--- config.mk ---
export PLATFORM = sky130hd
export DESIGN_NAME = bus_writer
export DESIGN_NICKNAME = d
export VERILOG_FILES = /design/src/rtl/bus_writer.sv
export SDC_FILE = /design/constraint.sdc
export NUM_CORES = 1
export LEC_CHECK = 0
export BUFFER_PORTS_ARGS = -buffer_cell sky130_fd_sc_hd__buf_4
export CAP_MARGIN = 40
export CORE_MARGIN = 4
export CORE_UTILIZATION = 50
export CTS_CLUSTER_DIAMETER = 50
export CTS_CLUSTER_SIZE = 20
export DETAILED_ROUTE_END_ITERATION = 12
export GPL_ROUTABILITY_DRIVEN = 0
export PLACE_DENSITY = 0.67
export SYNTH_ARGS = -nofsm -noshare
export SYNTH_HDL_FRONTEND = slang
export SYNTH_SLANG_ARGS = --single-unit
--- constraint.sdc ---
create_clock -name clk -period 3.5 [get_ports clk]
set_input_delay 0 -clock clk [delete_from_list [all_inputs] [get_ports clk]]
set_output_delay 0 -clock clk [all_outputs]
set_load 0.005 [all_outputs]
--- src/rtl/bus_writer.sv ---
// Queued register-bus writer: a 4-entry request FIFO feeds an ADDR/DATA/STROBE/HOLD sequencer.
// Optional acknowledge wait with timeout is enabled by defining BUS_WRITER_ACK_WAIT_EN.
module bus_writer #(
    parameter int SETUP_CYC   = 1,
    parameter int STROBE_CYC  = 2,
    parameter int HOLD_CYC    = 1,
    parameter int ACK_TIMEOUT = 15
) (
    input  logic       clk,
    input  logic       rst,
    input  logic       wr_req,
    input  logic [7:0] wr_addr,
    input  logic [7:0] wr_data,
    output logic       wr_ready,
    output logic [7:0] addr,
    output logic [7:0] data,
    output logic       en_sig,
    input  logic       ack,
    output logic       busy,
    output logic       err
);

    localparam int MAX_A = (SETUP_CYC > STROBE_CYC) ? SETUP_CYC : STROBE_CYC;
    localparam int MAX_B = (HOLD_CYC > ACK_TIMEOUT) ? HOLD_CYC : ACK_TIMEOUT;
    localparam int MAXP  = (MAX_A > MAX_B) ? MAX_A : MAX_B;
    localparam int CW    = $clog2(MAXP + 2);

    typedef enum logic [2:0] {
        IDLE,
        ADDR,
        DATA,
        STROBE,
`ifdef BUS_WRITER_ACK_WAIT_EN
        ACKW,
`endif
        HOLD
    } state_t;

    // Request FIFO: 3-bit pointers, the MSB distinguishes full from empty.
    logic [15:0]   mem [4];
    logic [2:0]    wr_ptr_reg;
    logic [2:0]    rd_ptr_reg;
    logic          full;
    logic          empty;
    logic          push;
    logic          pop;
    logic [15:0]   head;

    state_t        state_reg;
    state_t        state_next;
    logic [CW-1:0] cnt_reg;
    logic [CW-1:0] cnt_next;
    logic [7:0]    addr_reg;
    logic [7:0]    data_reg;
    logic [7:0]    cur_data_reg;
    logic          en_reg;
    logic          err_set;

    assign full     = (wr_ptr_reg[1:0] == rd_ptr_reg[1:0]) && (wr_ptr_reg[2] != rd_ptr_reg[2]);
    assign empty    = (wr_ptr_reg == rd_ptr_reg);
    assign push     = wr_req && !full;
    assign head     = mem[rd_ptr_reg[1:0]];
    assign wr_ready = !full;
    assign busy     = (state_reg != IDLE) || !empty;
    assign addr     = addr_reg;
    assign data     = data_reg;
    assign en_sig   = en_reg;

    always_ff @(posedge clk) begin
        if (push) begin
            mem[wr_ptr_reg[1:0]] <= {wr_addr, wr_data};
        end
    end

    always_ff @(posedge clk or posedge rst) begin
        if (rst) begin
            wr_ptr_reg <= '0;
            rd_ptr_reg <= '0;
        end else begin
            if (push) wr_ptr_reg <= wr_ptr_reg + 3'd1;
            if (pop)  rd_ptr_reg <= rd_ptr_reg + 3'd1;
        end
    end

    always_comb begin
        state_next = state_reg;
        cnt_next   = cnt_reg + CW'(1);
        pop        = 1'b0;
        err_set    = 1'b0;
        case (state_reg)
            IDLE: begin
                cnt_next = '0;
                if (!empty) begin
                    pop        = 1'b1;
                    state_next = ADDR;
                end
            end
            ADDR: begin
                if (cnt_reg == CW'(SETUP_CYC - 1)) begin
                    state_next = DATA;
                    cnt_next   = '0;
                end
            end
            DATA: begin
                state_next = STROBE;
                cnt_next   = '0;
            end
            STROBE: begin
                if (cnt_reg == CW'(STROBE_CYC - 1)) begin
`ifdef BUS_WRITER_ACK_WAIT_EN
                    state_next = ACKW;
`else
                    state_next = HOLD;
`endif
                    cnt_next   = '0;
                end
            end
`ifdef BUS_WRITER_ACK_WAIT_EN
            ACKW: begin
                if (ack) begin
                    state_next = HOLD;
                    cnt_next   = '0;
                end else if (cnt_reg == CW'(ACK_TIMEOUT - 1)) begin
                    state_next = HOLD;
                    cnt_next   = '0;
                    err_set    = 1'b1;
                end
            end
`endif
            HOLD: begin
                if (cnt_reg == CW'(HOLD_CYC - 1)) begin
                    cnt_next = '0;
                    if (!empty) begin
                        pop        = 1'b1;
                        state_next = ADDR;
                    end else begin
                        state_next = IDLE;
                    end
                end
            end
            default: begin
                state_next = IDLE;
                cnt_next   = '0;
            end
        endcase
    end

    always_ff @(posedge clk or posedge rst) begin
        if (rst) begin
            state_reg    <= IDLE;
            cnt_reg      <= '0;
            addr_reg     <= '0;
            data_reg     <= '0;
            cur_data_reg <= '0;
            en_reg       <= 1'b0;
        end else begin
            state_reg <= state_next;
            cnt_reg   <= cnt_next;
            if (pop) begin
                addr_reg     <= head[15:8];
                cur_data_reg <= head[7:0];
            end
            if (state_reg == ADDR && state_next == DATA) begin
                data_reg <= cur_data_reg;
            end
`ifdef BUS_WRITER_ACK_WAIT_EN
            en_reg <= (state_next == STROBE) || (state_next == ACKW);
`else
            en_reg <= (state_next == STROBE);
`endif
        end
    end

`ifdef BUS_WRITER_ACK_WAIT_EN
    logic err_reg;
    always_ff @(posedge clk or posedge rst) begin
        if (rst) begin
            err_reg <= 1'b0;
        end else if (err_set) begin
            err_reg <= 1'b1;
        end
    end
    assign err = err_reg;
`else
    logic unused_ack;
    logic unused_err_set;
    assign unused_ack     = ack;
    assign unused_err_set = err_set;
    assign err            = 1'b0;
`endif

endmodule
======== After elaboration in Yosys (flattened, before gate mapping) ========
Memory sizes are Yosys's and may differ from the RTL's. A register that Yosys moved wholly into a read port is not among the register bits.
Cells that the tools add are included.
W data, S select, Z words.
cells by class
  add/sub/neg operators ................... 3
  muxes and demuxes ....................... 14
  reduce and logical (&&, ||, !) cells .... 10
  equal/unequal tests ..................... 10
operator list
  operator               number
  $pmux W3 S5            1
  $eq A3 B2 Y1 const B   4
  $mux W3                4
  $mux W5                2
  $pmux W5 S2            1
  $add A3 B1 Y3 const B  2
  $add A5 B1 Y5 const B  1
  $eq A5 B1 Y1 const B   1
  $logic_not A5 Y1       1
  $mux W1                5
  $eq A3 B1 Y1 const B   1
  $eq A3 B3 Y1           1
  $eq A3 B3 Y1 const B   1
  $logic_and A1 B1 Y1    3
  $logic_not A3 Y1       1
  $reduce_bool A3 Y1     1
  $eq A2 B2 Y1           1
  $logic_not A1 Y1       2
  $pmux W1 S2            1
  $reduce_or A2 Y1       1
  $logic_or A1 B1 Y1     1
  $ne A1 B1 Y1           1
storage, ports and cells
  output and inout bits ................... 20
  word-level logic and storage cells ...... 44
  bits in writable memories ............... 64
  input port bits ......................... 20
  flip-flop bits (word level) ............. 23
  memories kept ........................... 1
memories
  memory  words  width  read ports  clocked after memory_dff  write ports  line  source
  mem     4      16     1           1                         1            40    logic [15:0] mem [4];

======== Depth between registers and ports, before layout ========
Gate-level depths: netlist of run 1.
  word-level depth ........................ 6
  depth in mapped cells ................... 7
  mapped depth without buffers ............ 6

======== Worst setup path before layout of run 1 ========
No wires, ideal clock.
  path kind ............................... flip-flop to flip-flop
  start point ............................. register cnt_reg[0]
  end point ............................... register addr_reg[0], in the netlist addr[0] (read register of mem)
  setup slack ............................. 1.573 ns
  stages on the path, launching flop included .. 8
  clock period less this slack ............ 1.927 ns
  arrival ................................. 1.802 ns
  path through ............................ dfrtp_1 > inv_1 > ha_1 > or4b_4 > nand2_4 > nand3_4 > buf_6 > mux2_4
between the ends
  word-level cells in the longest chain between the ends .. 3
ends and longest elaborated chain
  item                    line  source
  from (decl)             51    logic [CW-1:0] cnt_reg;
  from (signal assigned)  158   cnt_reg <= cnt_next;
  $logic_not A5 Y1        131   if (cnt_reg == CW'(HOLD_CYC - 1)) begin
  $mux W1                 131
  $pmux W1 S2             90    case (state_reg)
  to (decl)               53    logic [7:0] addr_reg;
Every way passes these cells.
A chain may end at the register's enable or synchronous reset.

======== Final worst setup path of run 1 ========
  start point ............................. register cnt_reg[0]
  end point ............................... register addr_reg[3], in the netlist addr[3] (read register of mem)
The elaborated chain is that of the path after synthesis.

==> results.ini, run 1 <==
[power_and_ir_drop]
p_seq_share_pct=46.7
p_sw_mw=1.24
finalPower_mw=4.04
p_comb_share_pct=36.1
powerDensity_nw_per_um2=831
p_int_mw=2.79
netSwitchingFraction_pct=30.8
clkPwrFrac_pct=17.2
power_leakage_nw=1.91
irDropWorstVdd_uv=365

[yosys]
synth.area.top_cells=edfxtp_1 (47%), dfrtp_1 (24%), mux4_2 (8.8%), mux2_2 (4.7%), mux2_4 (3.3%)
synth_top_family_by_area=multiplexers
synthArstFlopShare_pct=37.9
synth_top_area_share_pct=47.1
synth-seq-cells=103
syn_area_um2=4080
yosysTopAreaCell=edfxtp_1
synth_mux_area_share_pct=16.8
syn_nets=244
synth_compound_area_share_pct=1.16
synth-xor-area-share_pct=2.36
synth_common_cells=edfxtp_1 (64), dfrtp_1 (39), mux2_2 (17), mux4_2 (16), mux2_4 (9)
postSynthCellCount=216
synth-simple-area-share_pct=4.51
synth_edf_count=64
yosysMostFrequentCell=edfxtp_1
yosysSeqAreaShare_pct=71.0
ys_types=34
synthAdderAreaFrac_pct=2.45
synth.avg_cell_area_um2=18.9
yosysWarnings=0
ys.flop_type=edfxtp_1

[sta]
skew_ns=0.0109
fin_ws_ns=1.40
setup_viol=0
holdWs_ns=0.323
finalMaxSlewViolations=0
fin_crit_ns=2.10
fmax_mhz=476
worst_pin_slew_ns=0.511
rsz0062_at_grt=no
finalHoldViolations=0
fin_crit_sh_pct=60.0
fin_tns_setup_ns=0
slew_headroom_pct=66.0

[drt]
vias=2052
vias_per_cell=5.29
drt_pass1_iterations=6
wl_per_cell_um=17.0
drtAntennaViolNets=0
drc=0
routed_wl_mm=6.58
first_iter_violations=80

[floorplan]
num_rows=32
num_io_pins=40
dieHeight_um=98.4
die_w_um=98.4
die_area_um2=9670
start_util_pct=52.0
coreArea_um2=7850

[clocking]
clkSinkCount=103
cts_setup_buffers=0
insertion_delay_ns=0.35
ctsHtreeMaxLevel=3
cts_tree=done
numCtsBuffers=9
cts_buffer_depth=2
clk_pin_slew_ns=0.10
post_cts_resize_count=0
root_buffer=clkbuf_8

[setup_path]
r2r-end=addr[3]$_DFFE_PP0P_
start_kind=register
critPathCaptureType=register
regToRegSetupSlack_ns=1.40
path_class=register to register
required_ns=3.74
crit_fanout=18
arrival_ns=2.34
r2r_start=cnt_reg[0]$_DFF_PP0_
reg2reg_depth=6

[cells_and_area]
syn_to_final_growth_pct=19.0
fillers=593
largest_register_ffs=64
design_area_um2=4860
regArea_um2=2900
fin_nets=309
multi_input_area_um2=1120
fin_util_pct=61.9
final_cells=388
antennaDiodeCount=0
drive_gt1_share_pct=36.4

[flow_run]
maxCapViolations=0

[global_route]
use_met2_pct=26.3
grt_use_total_pct=14.9
grt_pass1_wl_mm=11.1
met1_usage_pct=17.9
use_met3_pct=3.43
grt_max_degree=40
antenna_found_initial=0
grt_pass1_vias=2181
globalRouteOverflowTotal=0
grt.busiest_layer=met2

[placement]
place_area_um2=4490
dp_slack_ns=1.38
place.detailed.hpwl_mm=4.08
port_buffers=37
placedCellCount=354

[worst_hold_path]
hp-class=primary input to asynchronous set/reset pin

[outcome]
status=finished clean

-- power by group through the flow --
stage	Combinational, mW	Clock [mW]	Sequential, mW
finish	1.46	0.694	1.88
global route	1.61	0.772	1.93
CTS	1.50	0.715	1.89
detailed placement	1.48	0	1.92
global placement	1.46	0	1.90
floorplan	1.06	0	1.86
-- routing by layer --
metal / part of all wire, % / vias to the layer above
li1: - / 951
met1: 42 / 1063
met2: 54 / 31
met3: 2.7 / 7
met4: 1.4 / 0
met5: 0 / -
-- how the worst max path moves through the flow --
| stage | startpoint | to | slack, ns | depth (start not counted) |
|---|---|---|---|---|
| floorplan | cnt_reg[0]$_DFF_PP0_ | addr[0]$_DFFE_PP0P_ | 1.57 | 7 |
| global placement | cnt_reg[0]$_DFF_PP0_ | addr[6]$_DFFE_PP0P_ | 1.38 | 6 |
| detailed placement | cnt_reg[0]$_DFF_PP0_ | addr[1]$_DFFE_PP0P_ | 1.38 | 6 |
| CTS | cnt_reg[0]$_DFF_PP0_ | addr[3]$_DFFE_PP0P_ | 1.37 | 6 |
| global route | cnt_reg[0]$_DFF_PP0_ | data[6]$_DFFE_PP0P_ | 1.24 | 6 |
| finish | cnt_reg[0]$_DFF_PP0_ | addr[3]$_DFFE_PP0P_ | 1.40 | 6 |
-- cells by family after synthesis --
kind of cell / count (synthesis)
multiplexers: 42
AO/OA/AOI/OAI: 7
buffers and inverters: 13
adder cells (fa/ha/maj): 8
XOR/XNOR: 11
flip-flops: 103
AND/OR/NAND/NOR: 31
other: 1
-- final cells by class --
class	instances	area share [%]
Clock buffer	9	2.55
Clock inverter	7	1.29
Inverter	5	0.386
Multi-Input combinational cell	100	23.0
Sequential cell	103	59.6
Tap cell	102	2.63
Timing Repair Buffer	62	10.5
-- cell usage in the layout (no fill, tap or decap), drive strengths merged, types with 2 or more instances in the layout --
cell / n
and3: 4
buf: 44
clkbuf: 9
clkinv: 2
dfrtp: 39
dlygate4sd3: 18
edfxtp: 64
ha: 8
inv: 9
mux2: 26
mux4: 16
nand2: 4
nand3: 7
nor2: 8
nor2b: 2
xnor2: 7
xor2: 4
-- timing repair --
item / CTS / global route
setup endpoints to repair: 0 / 0
hold buffers: 18 / 0
hold endpoints to repair: 104 / 0
-- critical path, cell delays in order, from the launching register on --
cell and delay, ns:
dfrtp_1 0.43, inv_1 0.07, ha_1 0.15, or4b_4 0.50, nand2_4 0.11, nand3_4 0.30, mux2_4 0.41
No activity file was read; power rests on OpenSTA's default activity.
==> run 2, diff against run 1 <==
Settings changed: PLACE_DENSITY 0.67 to 0.7.
Clock period 3.5 ns to 1.74 ns, I/O delays scaled along.
==> run 2 against run 1 <==
Effect of this change:
- the flow now finishes with violations (negative setup slack)
- flip-flop and latch count stayed put
- combinational power grew to 2.7 times the previous value
- critical path depth is 1 higher
- clock power is 140% higher
- die area stayed put
- count of clock-buffer cells in the layout stayed put
- first-iteration DRC count is 30% higher
- critical path type unchanged
- largest power group is now combinational cells
==> results.ini, run 2 (synthesized netlist as in run 1, its figures left out) <==
[outcome]
violations=negative setup slack
status=complete, but fails checks

[setup_path]
crit_path_cell_trace=inv_2 > ha_4 > or4b_4 > nand2_4 > nand3_4 > buf_12 > mux2_4
slowest_delay_ns=0.49  ; about the same
critPathCaptureType=register
required_ns=1.98  ; -1.76 ns
crit_fanout=5  ; -13
arrival_ns=2.17  ; -0.17 ns
reg2reg_depth=7  ; +1
path_class=register to register
start_kind=register
cpMaxStageDelayCell=or4b_4

[sta]
fin_ws_ns=-0.184  ; -1.58 ns
slew_headroom_pct=65.3  ; -0.65 points
setup_viol=32  ; +32
fin_crit_ns=1.92  ; -0.175 ns
fin_crit_sh_pct=111  ; +51 points
worst_pin_slew_ns=0.520  ; +0.00977 ns
rsz0062_at_grt=yes
finalHoldViolations=0  ; unchanged
skew_ns=0.00951  ; -0.00135 ns
fmax_mhz=520  ; +9.1%
finalMaxSlewViolations=0  ; unchanged

[floorplan]
coreArea_um2=7850  ; unchanged
start_util_pct=52.0  ; unchanged
die_w_um=98.4  ; unchanged
dieHeight_um=98.4  ; unchanged
num_io_pins=40  ; unchanged
die_area_um2=9670  ; unchanged
num_rows=32  ; unchanged

[cells_and_area]
fillers=569  ; -4.0%
fin_util_pct=67.0  ; +5.1 points
fin_nets=342  ; +11%
antennaDiodeCount=0  ; unchanged
final_cells=421  ; +8.5%
final_common_cell=buf_4
multi_input_area_um2=1180  ; +5.9%
regArea_um2=2900  ; unchanged
largest_register_ffs=64  ; unchanged
final_cell_mix=buf_4 (73), edfxtp_1 (64), dfrtp_1 (39)
drive_gt1_share_pct=46.1  ; +9.7 points
syn_to_final_growth_pct=28.9
design_area_um2=5260  ; +8.3%

[drt]
first_iter_violations=104  ; +30%
drt_pass1_iterations=4  ; -2
met2_length_mm=3.94  ; +10%
dr.max_layer_used=met4
drc=0  ; unchanged
drtAntennaViolNets=0  ; unchanged
route.met3.wl_um=279  ; +59%
wl_per_cell_um=17.6  ; +3.6%
vias=2199  ; +7.2%
vias_per_cell=5.22  ; -1.2%
wl_met1_mm=3.07  ; +12%
routed_wl_mm=7.40  ; +12%

[power_and_ir_drop]
power_leakage_nw=2.14  ; +12%
finalPower_mw=9.32  ; +130%
powerDensity_nw_per_um2=1770  ; +110%
netSwitchingFraction_pct=30.1  ; -0.74 points
p_int_mw=6.52  ; +130%
p_comb_share_pct=41.7  ; +5.6 points
irDropWorstVdd_uv=779  ; +110%
p_seq_share_pct=40.7  ; -6.0 points
clkPwrFrac_pct=17.6  ; +0.4 points
p_sw_mw=2.80  ; +130%

[clocking]
root_buffer=clkbuf_8
numCtsBuffers=9  ; unchanged
cts_buffer_depth=2  ; unchanged
clk_pin_slew_ns=0.10  ; about the same
insertion_delay_ns=0.36  ; about the same
clkSinkCount=103  ; unchanged
ctsHtreeMaxLevel=3  ; unchanged
cts_tree=done

[placement]
port_buffers=37  ; unchanged
place_area_um2=4660  ; +3.6%
place.detailed.hpwl_mm=4.64  ; +14%
placedCellCount=372  ; +5.1%

[global_route]
grt_pass1_vias=2317  ; +6.2%
antenna_found_initial=0  ; unchanged
grt_max_degree=40  ; unchanged
globalRouteOverflowTotal=0  ; unchanged
grt_pass1_wl_mm=11.9  ; +7.2%
grt_use_total_pct=16.1  ; +1.2 points

[worst_hold_path]
hp-class=primary input to asynchronous set/reset pin

[flow_run]
maxCapViolations=0  ; unchanged

[run 2: through the flow]
stage	setup TNS [ns]	setup slack, ns	hold slack [ns]
floorplan	-2.05	-0.179	0.0989
global route	-6.83	-0.240	0.371
global placement	-2.72	-0.123	0.158
finish	-4.68	-0.184	0.319
detailed placement	-3.94	-0.199	0.174
CTS	-3.72	-0.160	0.332
[run 2: what timing repair did]
item                                    in CTS  in global routing
resized for setup                            8                  6
endpoints found under the hold margin      104                  0
cloned                                       1                  0
pin swaps                                    3                  4
hold buffers                                18                  0
endpoints found under the setup margin      26                 34
buffers inserted                            12                  2
[run 2: worst max-delay path: cells and delay by family (launching register included)]
kind,cells,cell delay [ns]
buffers and inverters,2,0.28
flip-flops,1,0.40
AND/OR/NAND/NOR,3,0.73
multiplexers,1,0.29
adder cells (fa/ha/maj),1,0.13
[run 2: cell type report]
type	instances	area share (%)
sequential	103	55.1
inverter	5	0.357
multi-input combinational	100	22.5
timing repair buffer	95	15.3
tap	102	2.43
clock inverter	7	1.93
clock buffer	9	2.35
[run 2: power groups by stage]
stage	Clock, mW	Combinational (mW)	Sequential [mW]
2_1_floorplan	0	2.17	3.75
3_3_place_gp	0	3.30	3.81
3_5_place_dp	0	3.36	3.84
4_1_cts	1.69	3.76	3.80
5_1_grt	1.81	4.20	3.89
6_report	1.65	3.88	3.79
[run 2: worst paths after layout]
| path | start | endpoint | slack (ns) |
|---|---|---|---|
| max in group asynchronous | rst | addr[1]$_DFFE_PP0P_ | 1.05 |
| min in group clk | wr_addr[1] | mem[2][9]$_DFFE_PP_ | 0.38 |
| min reg2reg | wr_ptr_reg[2]$_DFFE_PP0P_ | wr_ptr_reg[2]$_DFFE_PP0P_ | 0.50 |
| max | cnt_reg[1]$_DFF_PP0_ | addr[3]$_DFFE_PP0P_ | -0.18 |
| min | rst | addr[2]$_DFFE_PP0P_ | 0.32 |
| max reg2reg | cnt_reg[1]$_DFF_PP0_ | addr[3]$_DFFE_PP0P_ | -0.18 |
[run 2: metal layers]
layer	GRT usage [%]	up-vias
li1	-	1017
met1	20.0	1124
met2	27.8	49
met3	4.43	9
met4	4.31	0
met5	0	-
==> run 3, diff against run 2 <==
Settings changed: RECOVER_POWER set to 50.
==> run 3 against run 2 <==
Effect of this change:
- the run still ends with negative setup slack left
- flip-flop and latch count stayed put
- maximum frequency hardly changed
- via count increased by 0.50%
- routed wire length is 0.78% lower
- final cell count is the same
- count of clock-buffer cells in the layout unchanged
- critical path depth unchanged
- core utilization shrank 0.80 points
==> results.ini, run 3 (synthesized netlist as in run 1, its figures left out) <==
[floorplan]
start_util_pct=52.0  ; unchanged
coreArea_um2=7850  ; unchanged
num_rows=32  ; unchanged
num_io_pins=40  ; unchanged
die_w_um=98.4  ; unchanged
dieHeight_um=98.4  ; unchanged
die_area_um2=9670  ; unchanged

[flow_run]
maxCapViolations=0  ; unchanged

[global_route]
grt_use_total_pct=16.1  ; unchanged
antenna_found_initial=0  ; unchanged
grt_max_degree=40  ; unchanged
grt_pass1_wl_mm=11.9  ; unchanged
grt_pass1_vias=2317  ; unchanged
globalRouteOverflowTotal=0  ; unchanged

[drt]
vias=2210  ; +0.50%
drt_pass1_iterations=4  ; unchanged
vias_per_cell=5.25  ; +0.50%
routed_wl_mm=7.34  ; -0.78%
first_iter_violations=114  ; +9.6%
drc=0  ; unchanged
wl_per_cell_um=17.4  ; -0.78%
drtAntennaViolNets=0  ; unchanged

[setup_path]
arrival_ns=2.17  ; about the same
critPathCaptureType=register
regToRegSetupSlack_ns=-0.18  ; about the same
path_class=register to register
crit_fanout=5  ; unchanged
start_kind=register
required_ns=1.98  ; about the same

[sta]
fin_tns_setup_ns=-4.65  ; +0.0238 ns
rsz0062_at_grt=yes
fin_crit_ns=1.92  ; +0.000718 ns
holdWs_ns=0.440  ; +0.120 ns
skew_ns=0.00975  ; +0.000243 ns
slew_headroom_pct=32.2  ; -33 points
fin_crit_sh_pct=111  ; about the same
fin_ws_ns=-0.185  ; -0.000718 ns
setup_viol=32  ; unchanged
finalHoldViolations=0  ; unchanged
fmax_mhz=520  ; about the same
finalMaxSlewViolations=0  ; unchanged
worst_pin_slew_ns=1.02  ; +0.496 ns

[cells_and_area]
multi_input_area_um2=1180  ; unchanged
final_cells=421  ; unchanged
final_common_cell=edfxtp_1
fin_util_pct=66.2  ; -0.80 points
largest_register_ffs=64  ; unchanged
fin_nets=342  ; unchanged
antennaDiodeCount=0  ; unchanged
fillers=582  ; +2.3%
final_cell_mix=edfxtp_1 (64), buf_4 (55), dfrtp_1 (39)
drive_gt1_share_pct=41.1  ; -5.0 points
regArea_um2=2900  ; unchanged
syn_to_final_growth_pct=27.3

[outcome]
violations=negative setup slack
status=complete, but fails checks

[placement]
dp_slack_ns=-0.199  ; unchanged
placedCellCount=372  ; unchanged
place.detailed.hpwl_mm=4.64  ; unchanged
port_buffers=37  ; unchanged

[clocking]
clkSinkCount=103  ; unchanged
insertion_delay_ns=0.36  ; about the same
clk_pin_slew_ns=0.10  ; about the same
cts_buffer_depth=2  ; unchanged
root_buffer=clkbuf_8
cts_tree=done
numCtsBuffers=9  ; unchanged
ctsHtreeMaxLevel=3  ; unchanged

[power_and_ir_drop]
irDropWorstVdd_uv=775  ; -0.43%
power_leakage_nw=2.08  ; -2.8%
p_comb_share_pct=41.5  ; -0.2 points
p_seq_share_pct=40.8  ; about the same
clkPwrFrac_pct=17.7  ; about the same
netSwitchingFraction_pct=30.1  ; about the same
p_sw_mw=2.80  ; -0.23%
powerDensity_nw_per_um2=1790  ; +0.95%
p_int_mw=6.50  ; -0.26%

[worst_hold_path]
hp-class=primary input to register

==> run 3: cell types whose count changed in the layout (fill, tap and decap cells not counted), sizes merged <==
cell	before	now
clkbuf	9	27
buf	77	59
==> run 3: area by class of cell <==
| cell class | count | share of cell area (%) |
|---|---|---|
| clock inverter | 7 | 1.95 |
| multi-input combinational | 100 | 22.8 |
| inverter | 5 | 0.361 |
| tap | 102 | 2.45 |
| clock buffer | 9 | 2.38 |
| timing repair buffer | 95 | 14.3 |
| sequential | 103 | 55.7 |
==> run 3: critical path, stage by stage, from the launching register on <==
cell     delay (ns)
dfrtp_1        0.40
inv_2          0.09
ha_4           0.13
or4b_4         0.49
nand2_4        0.10
nand3_4        0.14
buf_12         0.19
mux2_4         0.29
==> run 3: timing repair <==
item / CTS / global route
cloned: 1 / 0
pin swaps: 3 / 4
hold buffers: 18 / 0
setup buffers: 12 / 2
endpoints found under the hold margin: 104 / 0
setup endpoints to repair: 26 / 34
gates resized for setup: 8 / 6
==> run 3: metrics by stage <==
step                      cell area (um2)  total power [mW]
after floorplan                      4090              5.92
after global placement               4660              7.10
after detailed placement             4660              7.19
after CTS                            5200              9.24
after global routing                 5200              9.88
final                                5200              9.30
==> run 3: routing by layer <==
layer	track usage [%]	vias to the layer above	wire length (um)
li1	-	1017	-
met1	20.0	1130	3020
met2	27.8	54	3910
met3	4.43	9	294
met4	4.31	0	116
met5	0	-	0
==> run 3: worst paths after layout <==
kind | from | end | cells after the start
min reg2reg | wr_ptr_reg[2]$_DFFE_PP0P_ | wr_ptr_reg[2]$_DFFE_PP0P_ | 1
max in group asynchronous | rst | addr[1]$_DFFE_PP0P_ | 4
min in group asynchronous | rst | addr[2]$_DFFE_PP0P_ | 4
max reg2reg | cnt_reg[1]$_DFF_PP0_ | addr[3]$_DFFE_PP0P_ | 7
max | cnt_reg[1]$_DFF_PP0_ | addr[3]$_DFFE_PP0P_ | 7
min | wr_addr[3] | mem[1][11]$_DFFE_PP_ | 2
==> run 3: power by group through the flow <==
stage	clock [mW]	sequential, mW	combinational, mW
3_5_place_dp	0	3.84	3.36
3_3_place_gp	0	3.81	3.30
6_report	1.64	3.79	3.86
4_1_cts	1.69	3.80	3.76
5_1_grt	1.81	3.89	4.18
2_1_floorplan	0	3.75	2.17
